$ cat src/rtl/relu_maxpool_pkg.sv
// Shared definitions for the ReLU + 2x2 max-pool stage: FSM encoding, default width
// and a signed-max helper reused by other pool stages.
package relu_maxpool_pkg;

    localparam int DEFAULT_BIT_DEPTH = 8;

    // smax works on a wide signed word so any BIT_DEPTH up to SMAX_W can share it.
    localparam int SMAX_W = 32;

    typedef enum logic [2:0] {
        IDLE     = 3'd0,
        ROW_EVEN = 3'd1,
        ROW_ODD  = 3'd2,
        DRAIN    = 3'd3,
        DONE     = 3'd4
    } state_t;

    function automatic logic signed [SMAX_W-1:0] smax(
        input logic signed [SMAX_W-1:0] a,
        input logic signed [SMAX_W-1:0] b
    );
        return (a >= b) ? a : b;
    endfunction

endpackage

$ cat src/rtl/relu_maxpool_pool_line_buf.sv
// Line buffer holding one horizontal-max value per column pair of the even row.
// Not reset: every entry is written in ROW_EVEN before ROW_ODD reads it.
module pool_line_buf #(
    parameter int DEPTH = 4,
    parameter int WIDTH = 8,
    parameter int AW    = 2
) (
    input  logic             clk,
    input  logic             we,
    input  logic [AW-1:0]    addr,
    input  logic [WIDTH-1:0] wdata,
    output logic [WIDTH-1:0] rdata
);

    logic [WIDTH-1:0] mem [DEPTH];

    always_ff @(posedge clk) begin
        if (we) begin
            mem[addr] <= wdata;
        end
    end

    assign rdata = mem[addr];

endmodule

$ cat src/rtl/relu_maxpool.sv
// ReLU + 2x2/stride-2 max-pool on {sum1,sum2} pairs from the conv engine.
// Define POOL_RELU_EN to clamp negatives to zero before pooling.
//
// Handshakes: a transfer happens on a rising edge where valid && ready are both high.
// A valid is never withdrawn before its transfer, and its data stays stable until then.
module relu_maxpool
    import relu_maxpool_pkg::*;
#(
    parameter int BIT_DEPTH = DEFAULT_BIT_DEPTH,
    parameter int OUT_W     = 8,
    parameter int OUT_H     = 8
) (
    input  logic                 clk,
    input  logic                 rst_n,
    input  logic                 start,
    input  logic                 in_valid,
    output logic                 in_ready,
    input  logic [BIT_DEPTH-1:0] sum1,
    input  logic [BIT_DEPTH-1:0] sum2,
    output logic                 out_valid,
    input  logic                 out_ready,
    output logic [BIT_DEPTH-1:0] out_data,
    output logic                 busy,
    output logic                 done,
    output state_t               fsm_state
);

    localparam int PAIRS = OUT_W / 2;
    localparam int COL_W = (PAIRS > 1) ? $clog2(PAIRS) : 1;
    localparam int ROW_W = $clog2(OUT_H);

    state_t state, state_nx;
    logic [COL_W-1:0] col_cnt;
    logic [ROW_W-1:0] row_cnt;
    logic             accept;
    logic             last_col;
    logic             last_row;
    logic             buf_we;
    logic             load;

    logic [BIT_DEPTH-1:0]        act1, act2;
    logic signed [BIT_DEPTH-1:0] act1_s, act2_s, lb_s;
    logic signed [SMAX_W-1:0]    hmax_ext, pool_ext;
    logic [BIT_DEPTH-1:0]        hmax, pool, lb_rdata;
    logic                        unused_hi;

    function automatic logic [BIT_DEPTH-1:0] activate(input logic [BIT_DEPTH-1:0] x);
`ifdef POOL_RELU_EN
        return x[BIT_DEPTH-1] ? '0 : x;
`else
        return x;
`endif
    endfunction

    assign last_col = (col_cnt == COL_W'(PAIRS - 1));
    assign last_row = (row_cnt == ROW_W'(OUT_H - 1));
    assign accept   = in_valid && in_ready;
    assign buf_we   = accept && (state == ROW_EVEN);
    assign load     = accept && (state == ROW_ODD);

    always_ff @(posedge clk or negedge rst_n) begin
        if (!rst_n) begin
            state <= IDLE;
        end else begin
            state <= state_nx;
        end
    end

    always_comb begin
        state_nx = state;
        in_ready = 1'b0;
        case (state)
            IDLE: begin
                if (start) state_nx = ROW_EVEN;
            end
            ROW_EVEN: begin
                in_ready = 1'b1;
                if (in_valid && last_col) state_nx = ROW_ODD;
            end
            ROW_ODD: begin
                in_ready = !out_valid || out_ready;
                if (in_valid && in_ready && last_col) begin
                    state_nx = last_row ? DRAIN : ROW_EVEN;
                end
            end
            // Leave as soon as the output register will be empty next cycle,
            // so done lands the cycle after the final output handshake.
            DRAIN: begin
                if (!out_valid || out_ready) state_nx = DONE;
            end
            DONE: begin
                state_nx = IDLE;
            end
            default: begin
                state_nx = IDLE;
            end
        endcase
    end

    always_ff @(posedge clk or negedge rst_n) begin
        if (!rst_n) begin
            col_cnt <= '0;
            row_cnt <= '0;
        end else if (accept) begin
            if (last_col) begin
                col_cnt <= '0;
                row_cnt <= last_row ? '0 : row_cnt + 1'b1;
            end else begin
                col_cnt <= col_cnt + 1'b1;
            end
        end
    end

    always_comb begin
        act1     = activate(sum1);
        act2     = activate(sum2);
        act1_s   = act1;
        act2_s   = act2;
        hmax_ext = smax(SMAX_W'(act1_s), SMAX_W'(act2_s));
        hmax     = hmax_ext[BIT_DEPTH-1:0];
        lb_s     = lb_rdata;
        pool_ext = smax(SMAX_W'(lb_s), hmax_ext);
        pool     = pool_ext[BIT_DEPTH-1:0];
    end

    assign unused_hi = ^{hmax_ext[SMAX_W-1:BIT_DEPTH], pool_ext[SMAX_W-1:BIT_DEPTH]};

    pool_line_buf #(
        .DEPTH(PAIRS),
        .WIDTH(BIT_DEPTH),
        .AW   (COL_W)
    ) u_line_buf (
        .clk  (clk),
        .we   (buf_we),
        .addr (col_cnt),
        .wdata(hmax),
        .rdata(lb_rdata)
    );

    // A reload in the same cycle as a drain keeps out_valid high: 1 pixel/cycle.
    always_ff @(posedge clk or negedge rst_n) begin
        if (!rst_n) begin
            out_valid <= 1'b0;
            out_data  <= '0;
        end else if (load) begin
            out_valid <= 1'b1;
            out_data  <= pool;
        end else if (out_ready) begin
            out_valid <= 1'b0;
        end
    end

    assign busy      = (state == ROW_EVEN) || (state == ROW_ODD);
    assign done      = (state == DONE);
    assign fsm_state = state;

endmodule

$ cat config.mk
export PLATFORM = sky130hd
export DESIGN_NAME = relu_maxpool
export DESIGN_NICKNAME = d
export VERILOG_FILES = /design/src/rtl/relu_maxpool_pkg.sv /design/src/rtl/relu_maxpool_pool_line_buf.sv /design/src/rtl/relu_maxpool.sv
export SDC_FILE = /design/constraint.sdc
export NUM_CORES = 1
export LEC_CHECK = 0
export BUFFER_PORTS_ARGS = -buffer_cell sky130_fd_sc_hd__buf_2
export CAP_MARGIN = 15
export CORE_MARGIN = 3
export CORE_UTILIZATION = 50
export DETAILED_ROUTE_END_ITERATION = 6
export GPL_TIMING_DRIVEN = 0
export PLACE_DENSITY = 0.72
export SLEW_MARGIN = 20
export SYNTH_ARGS = -nofsm -noshare
export SYNTH_HDL_FRONTEND = slang
export SYNTH_SLANG_ARGS = --single-unit
export TNS_END_PERCENT = 20
$ cat constraint.sdc
create_clock -name clk -period 2.71 [get_ports clk]
set_input_delay 0.4065 -clock clk [delete_from_list [all_inputs] [get_ports clk]]
set_output_delay 0.4065 -clock clk [all_outputs]
set_load 0.05 [all_outputs]
==> load_flow_metrics.sql, run 1 <==
INSERT INTO impl_metrics (metric_group, metric, value, unit) VALUES
('status', 'status', 'finished, violations left', ''),
('status', 'violations', 'negative setup slack', ''),
('placement', 'place.detailed.hpwl', '3748', 'µm'),
('sta', 'setup_clock_skew_after_layout', '8.456', 'ps'),
('floorplan', 'die_area', '6470', 'µm²'),
('critical_path', 'worst_ep_required_time', '2890', 'ps'),
('power_and_ir_drop', 'pwr_density_cell', '963.6', 'nW/µm²'),
('sta', 'slew-limit-headroom', '0.5152', ''),
('critical_path', 'cp_common_cell', 'ha_4', ''),
('synthesis', 'post_synth_num_cell_types', '43', ''),
('sta', 'rsz0062_at_grt', 'yes', ''),
('critical_path', 'path_delay_family', 'compound AO/OA/AOI/OAI gates', ''),
('sta', 'final_max_slew_viol_count', '0', ''),
('sta', 'report.final.setup_viol', '7', ''),
('critical_path', 'r2r_setup_slack', '-110', 'ps'),
('cells_and_area', 'syn_to_final_growth', '24.98', '%'),
('clock_tree', 'clock_tree.buffer_depth', '2', ''),
('critical_path', 'worstPathMaxFanout', '7', ''),
('cells_and_area', 'end_of_flow_core_utilization', '0.6610', ''),
('sta', 'timing_hold_violations_final', '0', ''),
('sta', 'post-route-period-util', '1.084', ''),
('floorplan', 'die_width', '80.44', 'µm'),
('synthesis', 'synth_cells', '210', ''),
('cells_and_area', 'layout-drive-gt1-share', '0.4221', ''),
('synthesis', 'synth.avg_cell_area', '13.19', 'µm²'),
('clock_tree', 'cts_hold_repair.buffers', '0', ''),
('synthesis', 'async_flop_share', '0.3469', ''),
('placement', 'preCtsSetupSlack', '-904.8', 'ps'),
('route', 'ant_nets', '0', ''),
('route', 'totalWireLength', '5358', 'µm'),
('global_routing', 'grt_start_max_net_pins', '18', ''),
('cells_and_area', 'finish.cell_count_without_fillers', '333', ''),
('route', 'detailedRoute.firstIterationViolations', '113', ''),
('synthesis', 'synth-edff-count', '32', ''),
('synthesis', 'synth_fp_nets', '254', ''),
('floorplan', 'fp.coreArea', '5238', 'µm²'),
('sta', 'final.setup.worst_slack', '-228.7', 'ps'),
('critical_path', 'critical_path.cell_chain', 'buf_8, inv_12, ha_4, a21oi_2, o32a_1, o31ai_2, buf_6, mux2i_4, inv_2, ha_4, or3b_4, o2111ai_4, a31oi_4, buf_4, o211ai_1, o311ai_2', ''),
('route', 'detailed_route_drc_error_count', '0', ''),
('synthesis', 'ys_ff_latch', '49', ''),
('flow_run', 'timing.max_cap.violations', '0', ''),
('floorplan', 'core.rowCount', '26', ''),
('cells_and_area', 'layout_common_cells', 'edfxtp_1, buf_2, nand2_1, dfrtp_1, ha_1', ''),
('placement', 'portBuffers', '35', ''),
('synthesis', 'synth-main-ff-cell', 'edfxtp_1', ''),
('cells_and_area', 'layout.cells.most_common', 'edfxtp_1', ''),
('global_routing', 'global_route_wire_length_before_repair', '8680', 'µm'),
('global_routing', 'grt_antenna_before_repair', '0', ''),
('global_routing', 'via_count_of_the_first_global_routing_pass', '1815', ''),
('synthesis', 'yosysWarnings', '0', ''),
('global_routing', 'track_usage', '0.1779', ''),
('critical_path', 'timing.critical_path.from_type', 'input port', ''),
('clock_tree', 'cts_made_buffers', '5', ''),
('cells_and_area', 'final_net_count', '306', ''),
('clock_tree', 'clkTransAtPathRegs', '90', 'ps'),
('clock_tree', 'cts_tree', 'done', ''),
('critical_path', 'critical_path_class', 'input port to flop', ''),
('critical_path', 'cp_slowest_cell', 'or3b_4', ''),
('power_and_ir_drop', 'static-leakage-power', '1.433', 'nW'),
('sta', 'final.hold.worst_slack', '7.807', 'ps'),
('route', 'routedWlPerCell', '16.09', 'µm'),
('critical_path', 'crit_buf_inv', '5', ''),
('critical_path', 'timing.critical_path.slowest_cell_delay', '400', 'ps'),
('clock_tree', 'worstSkewPairLatency', '310', 'ps'),
('global_routing', 'global_route.usage.met1', '0.2324', ''),
('global_routing', 'gr-usage-met3', '0.03587', ''),
('cells_and_area', 'antenna-diode-count', '0', ''),
('global_routing', 'grt-busiest-layer', 'met2', ''),
('placement', 'globalplace.congestion', '0.7518', ''),
('route', 'total_vias_in_the_final_route', '1822', ''),
('critical_path', 'worst-endpoint-arrival', '3120', 'ps');
layer usage:
metal,up-vias,wire length [µm]
met2,33,2799
li1,885,-
met1,897,2270
met4,0,74
met5,-,0
met3,7,213
final cells by class:
cell class	count	area, µm²
flip-flops and latches	49	1386
inverters	20	90.09
clock inverters	3	17.52
repair buffers	46	315.3
well taps	70	87.58
plain buffers	7	51.30
clock buffers	5	68.82
fillers	396	1775
multi-input cells	133	1445
power by group:
| group | internal (W) | switching [W] |
|---|---|---|
| clock | 0.000179 | 0.000248 |
| combinational | 0.000700 | 0.00110 |
| sequential | 0.00102 | 0.0000928 |
| total | 0.00189 | 0.00144 |
sequential cells by signal, indices dropped and copies added, names as in the netlist:
register	count
fsm_state	3
u_line_buf.mem	32
row_cnt	3
out_valid	1
col_cnt	2
out_data	8
synth_stat cells (4+ instances only):
cell	n	area (µm²)
a21oi_1	4	20.02
and2_1	6	37.54
and3_1	4	25.02
dfrtp_1	17	425.4
edfxtp_1	32	960.9
ha_1	23	287.8
inv_1	20	75.07
mux2i_2	4	55.05
mux4_2	8	180.2
nand2_1	19	71.32
nor2_1	10	37.54
nor3_1	4	20.02
o211ai_1	7	52.55
o21ai_0	4	20.02
o311ai_2	7	113.9
repair_timing:
action | 4_1_cts | 5_1_grt
endpoints found under the setup margin | 7 | 7
setup buffers | 9 | 2
endpoints found under the hold margin | 0 | 0
resized for setup | 27 | 15
pin swaps | 10 | 7
kinds of logic after synthesis:
logic type / count (synthesis) / share of synthesized area
AO/OA/AOI/OAI: 34 / 0.1147
AND/OR/NAND/NOR: 56 / 0.1075
flip-flops: 49 / 0.5005
adder cells (fa/ha/maj): 23 / 0.1039
multiplexers: 20 / 0.1251
buffers and inverters: 28 / 0.04833
final timing paths:
kind,endpoint,cells after the start,start
setup / recovery,out_data[0],16,sum2[5]
hold / removal,out_data[3],1,rst_n
setup reg to reg,out_data[0],10,col_cnt[1]
hold reg to reg,out_data[7],2,out_data[7]
max in group asynchronous,out_data[2],1,rst_n
min in group clk,out_data[7],2,out_data[7]
worst reg2reg max path, delay by kind of cell (launching register included):
kind / cells / cell delay (ps)
AO/OA/AOI/OAI: 4 / 550
adder cells (fa/ha/maj): 1 / 210
buffers and inverters: 3 / 750
flip-flops: 1 / 390
multiplexers: 1 / 390
AND/OR/NAND/NOR: 1 / 400
through the flow:
stage	setup TNS, ps	area (µm²)	power (W)
detailed placement	-6116	3115	0.002751
floorplan	-2871	2848	0.002398
CTS	-1251	3385	0.003280
global placement	-5968	3110	0.002711
global route	-2271	3462	0.003573
finish	-1517	3462	0.003336
(Power assumes the default switching activity.)
==> run 2: changes to the inputs <==
--- a/config.mk
+++ b/config.mk
@@ -12,6 +12,7 @@
 export DETAILED_ROUTE_END_ITERATION = 6
 export GPL_TIMING_DRIVEN = 0
 export PLACE_DENSITY = 0.72
+export SKIP_LAST_GASP = 1
 export SLEW_MARGIN = 20
 export SYNTH_ARGS = -nofsm -noshare
 export SYNTH_HDL_FRONTEND = slang
==> run 2 against run 1 <==
  * The run still ends with negative setup slack left
  * Power fell by 0.23%
  * Register-to-register slack barely moved
  * Die area did not move
  * Non-clock buffer count did not move
  * Sequential power barely moved
  * Critical path type unchanged
  * Utilization fell by 0.45 points
==> load_flow_metrics.sql, run 2 (synthesis results as in run 1) <==
INSERT INTO impl_metrics (metric_group, metric, value, unit) VALUES
('power_and_ir_drop', 'static-leakage-power', '1.425', 'nW'),
('status', 'status', 'finished, violations left', ''),
('sta', 'report.final.setup_viol', '7', ''),
('cells_and_area', 'largest_registers', 'u_line_buf.mem x32, out_data x8', ''),
('status', 'violations', 'negative setup slack', ''),
('clock_tree', 'cts_tree', 'done', ''),
('cells_and_area', 'antenna-diode-count', '0', ''),
('cells_and_area', 'layout-drive-gt1-share', '0.4221', ''),
('clock_tree', 'htreeDepth', '2', ''),
('route', 'routedWlPerCell', '15.90', 'µm'),
('floorplan', 'starting_density', '0.5289', ''),
('power_and_ir_drop', 'netSwitchingPower', '0.001439', 'W'),
('floorplan', 'core.rowCount', '26', ''),
('placement', 'portBuffers', '35', ''),
('sta', 'post-route-period-util', '1.094', ''),
('cells_and_area', 'layout_common_cells', 'edfxtp_1, buf_2, nand2_1, dfrtp_1, ha_1', ''),
('placement', 'dp_cells', '315', ''),
('global_routing', 'grt_start_max_net_pins', '18', ''),
('sta', 'timing_hold_violations_final', '0', ''),
('cells_and_area', 'registers.top_by_ff_count', 'u_line_buf.mem', ''),
('clock_tree', 'cts_hold_repair.buffers', '0', ''),
('global_routing', 'global_route_wire_length_before_repair', '8673', 'µm'),
('power_and_ir_drop', 'pwr_density_cell', '968.1', 'nW/µm²'),
('critical_path', 'worstPathMaxFanout', '7', ''),
('route', 'total_vias_in_the_final_route', '1804', ''),
('sta', 'setup_clock_skew_after_layout', '6.625', 'ps'),
('global_routing', 'global_route.overflow_total', '0', ''),
('placement', 'globalplace.congestion', '0.7518', ''),
('route', 'detailed_route_drc_error_count', '0', ''),
('clock_tree', 'clock_tree.buffer_depth', '2', ''),
('clock_tree', 'cts_made_buffers', '5', ''),
('floorplan', 'fp.dieH', '80.44', 'µm'),
('critical_path', 'worst-endpoint-arrival', '3150', 'ps'),
('floorplan', 'fp.coreArea', '5238', 'µm²'),
('cells_and_area', 'finish.cell_count_without_fillers', '333', ''),
('global_routing', 'via_count_of_the_first_global_routing_pass', '1815', ''),
('floorplan', 'die_width', '80.44', 'µm'),
('route', 'vias_per_inst', '5.417', ''),
('route', 'detailedRoute.firstIterationViolations', '81', ''),
('floorplan', 'die_area', '6470', 'µm²'),
('cells_and_area', 'final_net_count', '306', ''),
('cells_and_area', 'syn_to_final_growth', '24.12', '%'),
('cells_and_area', 'end_of_flow_core_utilization', '0.6565', ''),
('placement', 'place.detailed.hpwl', '3748', 'µm'),
('clock_tree', 'worstSkewPairLatency', '310', 'ps'),
('sta', 'final_max_slew_viol_count', '0', ''),
('critical_path', 'critical_path_class', 'input port to flop', ''),
('power_and_ir_drop', 'worst_ir_drop_vdd', '0.3911', 'mV'),
('cells_and_area', 'layout.cells.most_common', 'edfxtp_1', ''),
('cells_and_area', 'fillers', '402', ''),
('sta', 'slew-limit-headroom', '0.5318', ''),
('sta', 'rsz0062_at_grt', 'yes', ''),
('floorplan', 'ioPinCount', '36', ''),
('power_and_ir_drop', 'sw_frac_of_total', '0.4322', ''),
('clock_tree', 'cts-root-buf', 'clkbuf_8', ''),
('sta', 'timing_worst_slew_pin_value', '698.5', 'ps'),
('sta', 'final.setup.worst_slack', '-254.2', 'ps'),
('clock_tree', 'clkTransAtPathRegs', '90', 'ps'),
('flow_run', 'timing.max_cap.violations', '0', ''),
('critical_path', 'critical_path.endpoint_type', 'flop', ''),
('route', 'drtPass1Iterations', '4', ''),
('power_and_ir_drop', 'power.combinational.fraction', '0.539', ''),
('power_and_ir_drop', 'clockPowerShare', '0.128', ''),
('route', 'ant_nets', '0', ''),
('route', 'totalWireLength', '5295', 'µm'),
('critical_path', 'worst_ep_required_time', '2890', 'ps'),
('power_and_ir_drop', 'internal_power', '0.001890', 'W'),
('global_routing', 'grt_antenna_before_repair', '0', ''),
('power_and_ir_drop', 'seqPwrFrac', '0.333', ''),
('global_routing', 'track_usage', '0.1777', ''),
('cells_and_area', 'number_of_flip_flops_in_the_largest_register', '32', ''),
('clock_tree', 'clock_sink_count', '49', ''),
('sta', 'max_freq', '337.4', 'MHz'),
('min_path', 'timing.hold.worst.class', 'input port to async pin', ''),
('sta', 'finalCriticalPeriod', '2964', 'ps'),
('critical_path', 'timing.critical_path.from_type', 'input port', '');
run 2: final timing paths:
path	to	cells past startpoint	start	slack, ps
worst max-delay path	out_data[6]	16	sum2[5]	-250
min in group clk	out_data[7]	2	out_data[7]	480
worst min-delay path	out_data[3]	1	rst_n	10
max in group asynchronous	out_data[2]	1	rst_n	2420
worst max register to register	out_data[6]	10	col_cnt[1]	-110
worst min register to register	out_data[7]	2	out_data[7]	480
run 2: timing repair:
item | in CTS | in global routing
setup buffers | 9 | 2
gates resized for setup | 25 | 11
setup endpoints to repair | 7 | 7
pin swaps | 10 | 6
run 2: per-stage QoR:
step	setup WS, ps	power, W	instance area [µm²]	hold WS, ps	TNS (ps)
2_1_floorplan	-443.3	0.002398	2848	110.9	-2871
3_3_place_gp	-882.9	0.002711	3110	355.5	-5968
3_5_place_dp	-904.8	0.002751	3115	358.7	-6116
4_1_cts	-215.3	0.003279	3377	20.30	-1270
5_1_grt	-391.6	0.003566	3438	35.27	-2380
6_report	-254.2	0.003329	3438	9.648	-1631
run 2: layout make-up:
type	instances	area [µm²]	area share
Clock inverter	3	17.52	0.005095
Tap cell	70	87.58	0.02547
Buffer	7	51.30	0.01492
Sequential cell	49	1386	0.4032
Multi-Input combinational cell	133	1445	0.4203
Clock buffer	5	68.82	0.02001
Timing Repair Buffer	46	291.5	0.08479
Inverter	20	90.09	0.02620
run 2: worst max-delay path, stage by stage:
cell       delay (ps)
buf_6             120
inv_12             30
ha_4              260
a21oi_2            50
o32a_1            320
o31ai_2            90
buf_6             200
mux2i_4           260
inv_2              70
ha_4              210
or3b_4            400
o2111ai_4          90
a31oi_4           160
buf_6             150
o211ai_1          210
o311ai_2          130
run 2: power groups by stage:
stage,Sequential (W),Combinational [W],Clock (W)
after floorplan,0.00135,0.00105,0
after global placement,0.00112,0.00160,0
after detailed placement,0.00112,0.00163,0
after CTS,0.00111,0.00174,0.000437
after global routing,0.00113,0.00197,0.000464
final,0.00111,0.00180,0.000426
run 2: routing by layer:
layer	up-vias	routed length (µm)	global-route usage	part of all wire
met2	35	2739	0.2972	0.52
met4	0	74	0.05574	0.014
met1	876	2292	0.2324	0.43
li1	886	-	-	-
met3	7	189	0.03587	0.036
met5	-	0	0	0
==> run 3: changes to the inputs <==
--- a/config.mk
+++ b/config.mk
@@ -9,6 +9,7 @@
 export CAP_MARGIN = 15
 export CORE_MARGIN = 3
 export CORE_UTILIZATION = 50
+export CTS_BUF_LIST = sky130_fd_sc_hd__clkbuf_16
 export DETAILED_ROUTE_END_ITERATION = 6
 export GPL_TIMING_DRIVEN = 0
 export PLACE_DENSITY = 0.72
==> run 3 against run 2 <==
  * The run still ends with negative setup slack left
  * Count of clock-buffer cells in the layout did not move
  * Routed wire length grew 1.7%
  * Utilization up 1.1 points
  * Power up 5.5%
  * Register-to-register slack worse by 90 ps
  * Sequential power barely moved
  * Via count increased by 0.44%
==> load_flow_metrics.sql, run 3 (synthesis results as in run 1) <==
INSERT INTO impl_metrics (metric_group, metric, value, unit) VALUES
('clock_tree', 'clock_sink_count', '49', ''),
('critical_path', 'timing.critical_path.from_type', 'input port', ''),
('sta', 'finalCriticalPeriod', '3037', 'ps'),
('route', 'vias_per_inst', '5.441', ''),
('sta', 'report.final.setup_viol', '7', ''),
('cells_and_area', 'final_net_count', '306', ''),
('power_and_ir_drop', 'internal_power', '0.002048', 'W'),
('power_and_ir_drop', 'netSwitchingPower', '0.001463', 'W'),
('global_routing', 'track_usage', '0.1807', ''),
('route', 'top_signal_layer_used', 'met4', ''),
('critical_path', 'critical_path.endpoint_type', 'flop', ''),
('sta', 'setup_clock_skew_after_layout', '6.629', 'ps'),
('clock_tree', 'cts_made_buffers', '5', ''),
('floorplan', 'starting_density', '0.5289', ''),
('clock_tree', 'htreeDepth', '2', ''),
('power_and_ir_drop', 'power.combinational.fraction', '0.512', ''),
('floorplan', 'fp.coreArea', '5238', 'µm²'),
('placement', 'globalplace.congestion', '0.7518', ''),
('floorplan', 'die_width', '80.44', 'µm'),
('cells_and_area', 'largest_registers', 'u_line_buf.mem x32, out_data x8', ''),
('route', 'detailedRoute.firstIterationViolations', '87', ''),
('route', 'detailed_route_drc_error_count', '0', ''),
('sta', 'slew-limit-headroom', '0.5275', ''),
('route', 'met2WireLength', '2788', 'µm'),
('sta', 'final.setup.worst_slack', '-326.8', 'ps'),
('global_routing', 'global_route_wire_length_before_repair', '8845', 'µm'),
('cells_and_area', 'layout-drive-gt1-share', '0.4183', ''),
('flow_run', 'timing.max_cap.violations', '0', ''),
('route', 'ant_nets', '0', ''),
('sta', 'rsz0062_at_grt', 'yes', ''),
('power_and_ir_drop', 'worst_ir_drop_vdd', '0.4471', 'mV'),
('global_routing', 'via_count_of_the_first_global_routing_pass', '1851', ''),
('floorplan', 'die_area', '6470', 'µm²'),
('route', 'total_vias_in_the_final_route', '1812', ''),
('floorplan', 'fp.dieH', '80.44', 'µm'),
('sta', 'timing_hold_violations_final', '0', ''),
('route', 'route.met3.wl', '168', 'µm'),
('power_and_ir_drop', 'seqPwrFrac', '0.316', ''),
('clock_tree', 'clkTransAtPathRegs', '70', 'ps'),
('route', 'drtPass1Iterations', '4', ''),
('placement', 'place.detailed.hpwl', '3748', 'µm'),
('global_routing', 'grt_start_max_net_pins', '18', ''),
('cells_and_area', 'design_area', '3496', 'µm²'),
('critical_path', 'worst-endpoint-arrival', '3190', 'ps'),
('placement', 'dpl-instance-area', '3115', 'µm²'),
('global_routing', 'grt_antenna_before_repair', '0', ''),
('critical_path', 'worst_ep_required_time', '2870', 'ps'),
('cells_and_area', 'layout_common_cells', 'buf_2, edfxtp_1, nand2_1, dfrtp_1, ha_1', ''),
('min_path', 'timing.hold.worst.class', 'input port to async pin', ''),
('cells_and_area', 'end_of_flow_core_utilization', '0.6675', ''),
('global_routing', 'global_route.overflow_total', '0', ''),
('clock_tree', 'clock_tree.buffer_depth', '2', ''),
('clock_tree', 'cts_tree', 'done', ''),
('power_and_ir_drop', 'static-leakage-power', '1.452', 'nW'),
('cells_and_area', 'antenna-diode-count', '0', ''),
('cells_and_area', 'number_of_flip_flops_in_the_largest_register', '32', ''),
('placement', 'portBuffers', '35', ''),
('status', 'status', 'finished, violations left', ''),
('cells_and_area', 'fillers', '392', ''),
('power_and_ir_drop', 'pwr_density_cell', '1005', 'nW/µm²'),
('route', 'drt-met1-wl', '2369', 'µm'),
('critical_path', 'worstPathMaxFanout', '6', ''),
('cells_and_area', 'syn_to_final_growth', '26.20', '%'),
('sta', 'final_max_slew_viol_count', '0', ''),
('status', 'violations', 'negative setup slack', ''),
('critical_path', 'r2r_setup_slack', '-200', 'ps'),
('power_and_ir_drop', 'sw_frac_of_total', '0.4167', ''),
('critical_path', 'critical_path_class', 'input port to flop', ''),
('floorplan', 'ioPinCount', '36', ''),
('route', 'totalWireLength', '5383', 'µm'),
('clock_tree', 'cts-root-buf', 'clkbuf_16', ''),
('sta', 'post-route-period-util', '1.121', ''),
('sta', 'timing_worst_slew_pin_value', '704.9', 'ps'),
('power_and_ir_drop', 'clockPowerShare', '0.172', ''),
('sta', 'max_freq', '329.3', 'MHz'),
('route', 'routedWlPerCell', '16.17', 'µm'),
('cells_and_area', 'registers.top_by_ff_count', 'u_line_buf.mem', ''),
('clock_tree', 'worstSkewPairLatency', '290', 'ps'),
('floorplan', 'core.rowCount', '26', '');
## run 3: worst paths after layout
| check | cells past startpoint | from | endpoint |
|---|---|---|---|
| max | 15 | sum1[6] | out_data[6] |
| min | 1 | rst_n | out_data[3] |
| max reg2reg | 10 | col_cnt[0] | out_data[6] |
| min reg2reg | 2 | out_data[7] | out_data[7] |
| max in group asynchronous | 1 | rst_n | out_data[2] |
| min in group clk | 2 | out_data[7] | out_data[7] |
## run 3: through the flow
| step | TNS [ps] | total power [W] | std cells | hold slack [ps] | worst slack [ps] |
|---|---|---|---|---|---|
| floorplan | -2871 | 0.002398 | 210 | 110.9 | -443.3 |
| global placement | -5968 | 0.002711 | 315 | 355.5 | -882.9 |
| detailed placement | -6116 | 0.002751 | 315 | 358.7 | -904.8 |
| CTS | -1523 | 0.003464 | 331 | 48.86 | -247.7 |
| global route | -2800 | 0.003746 | 333 | 66.80 | -448.7 |
| finish | -2159 | 0.003512 | 333 | 36.37 | -326.8 |
## run 3: routing by layer
metal | vias up | GRT usage
met2 | 33 | 0.3038
li1 | 882 | -
met3 | 6 | 0.03924
met5 | - | 0
met4 | 0 | 0.05068
met1 | 891 | 0.2356
## run 3: power groups by stage
stage | sequential, W | clock, W | combinational (W)
floorplan | 0.00135 | 0 | 0.00105
global placement | 0.00112 | 0 | 0.00160
detailed placement | 0.00112 | 0 | 0.00163
CTS | 0.00111 | 0.000617 | 0.00174
global route | 0.00113 | 0.000643 | 0.00197
finish | 0.00111 | 0.000604 | 0.00180
## run 3: critical path, stage by stage
cell,delay [ps]
buf_2,130
ha_4,260
inv_1,30
o32a_1,360
o31ai_2,100
buf_6,210
mux2i_4,260
inv_2,80
ha_4,210
or3b_4,400
o2111ai_4,90
a31oi_4,160
buf_6,150
o211ai_1,210
o311ai_2,130
## run 3: repair_timing
| action | 4_1_cts | 5_1_grt |
|---|---|---|
| setup endpoints to repair | 7 | 7 |
| endpoints found under the hold margin | 0 | 0 |
| setup buffers | 9 | 2 |
| resized for setup | 24 | 10 |
| pin swaps | 9 | 6 |
| hold buffers | 0 | 0 |
## run 3: area by class of cell
class / count / area, µm² / share of cell area
well taps: 70 / 87.58 / 0.02505
repair buffers: 46 / 295.3 / 0.08447
clock buffers: 5 / 125.1 / 0.03579
inverters: 20 / 90.09 / 0.02577
multi-input cells: 133 / 1445 / 0.4134
clock inverters: 3 / 17.52 / 0.005011
flip-flops and latches: 49 / 1386 / 0.3966
plain buffers: 7 / 48.80 / 0.01396
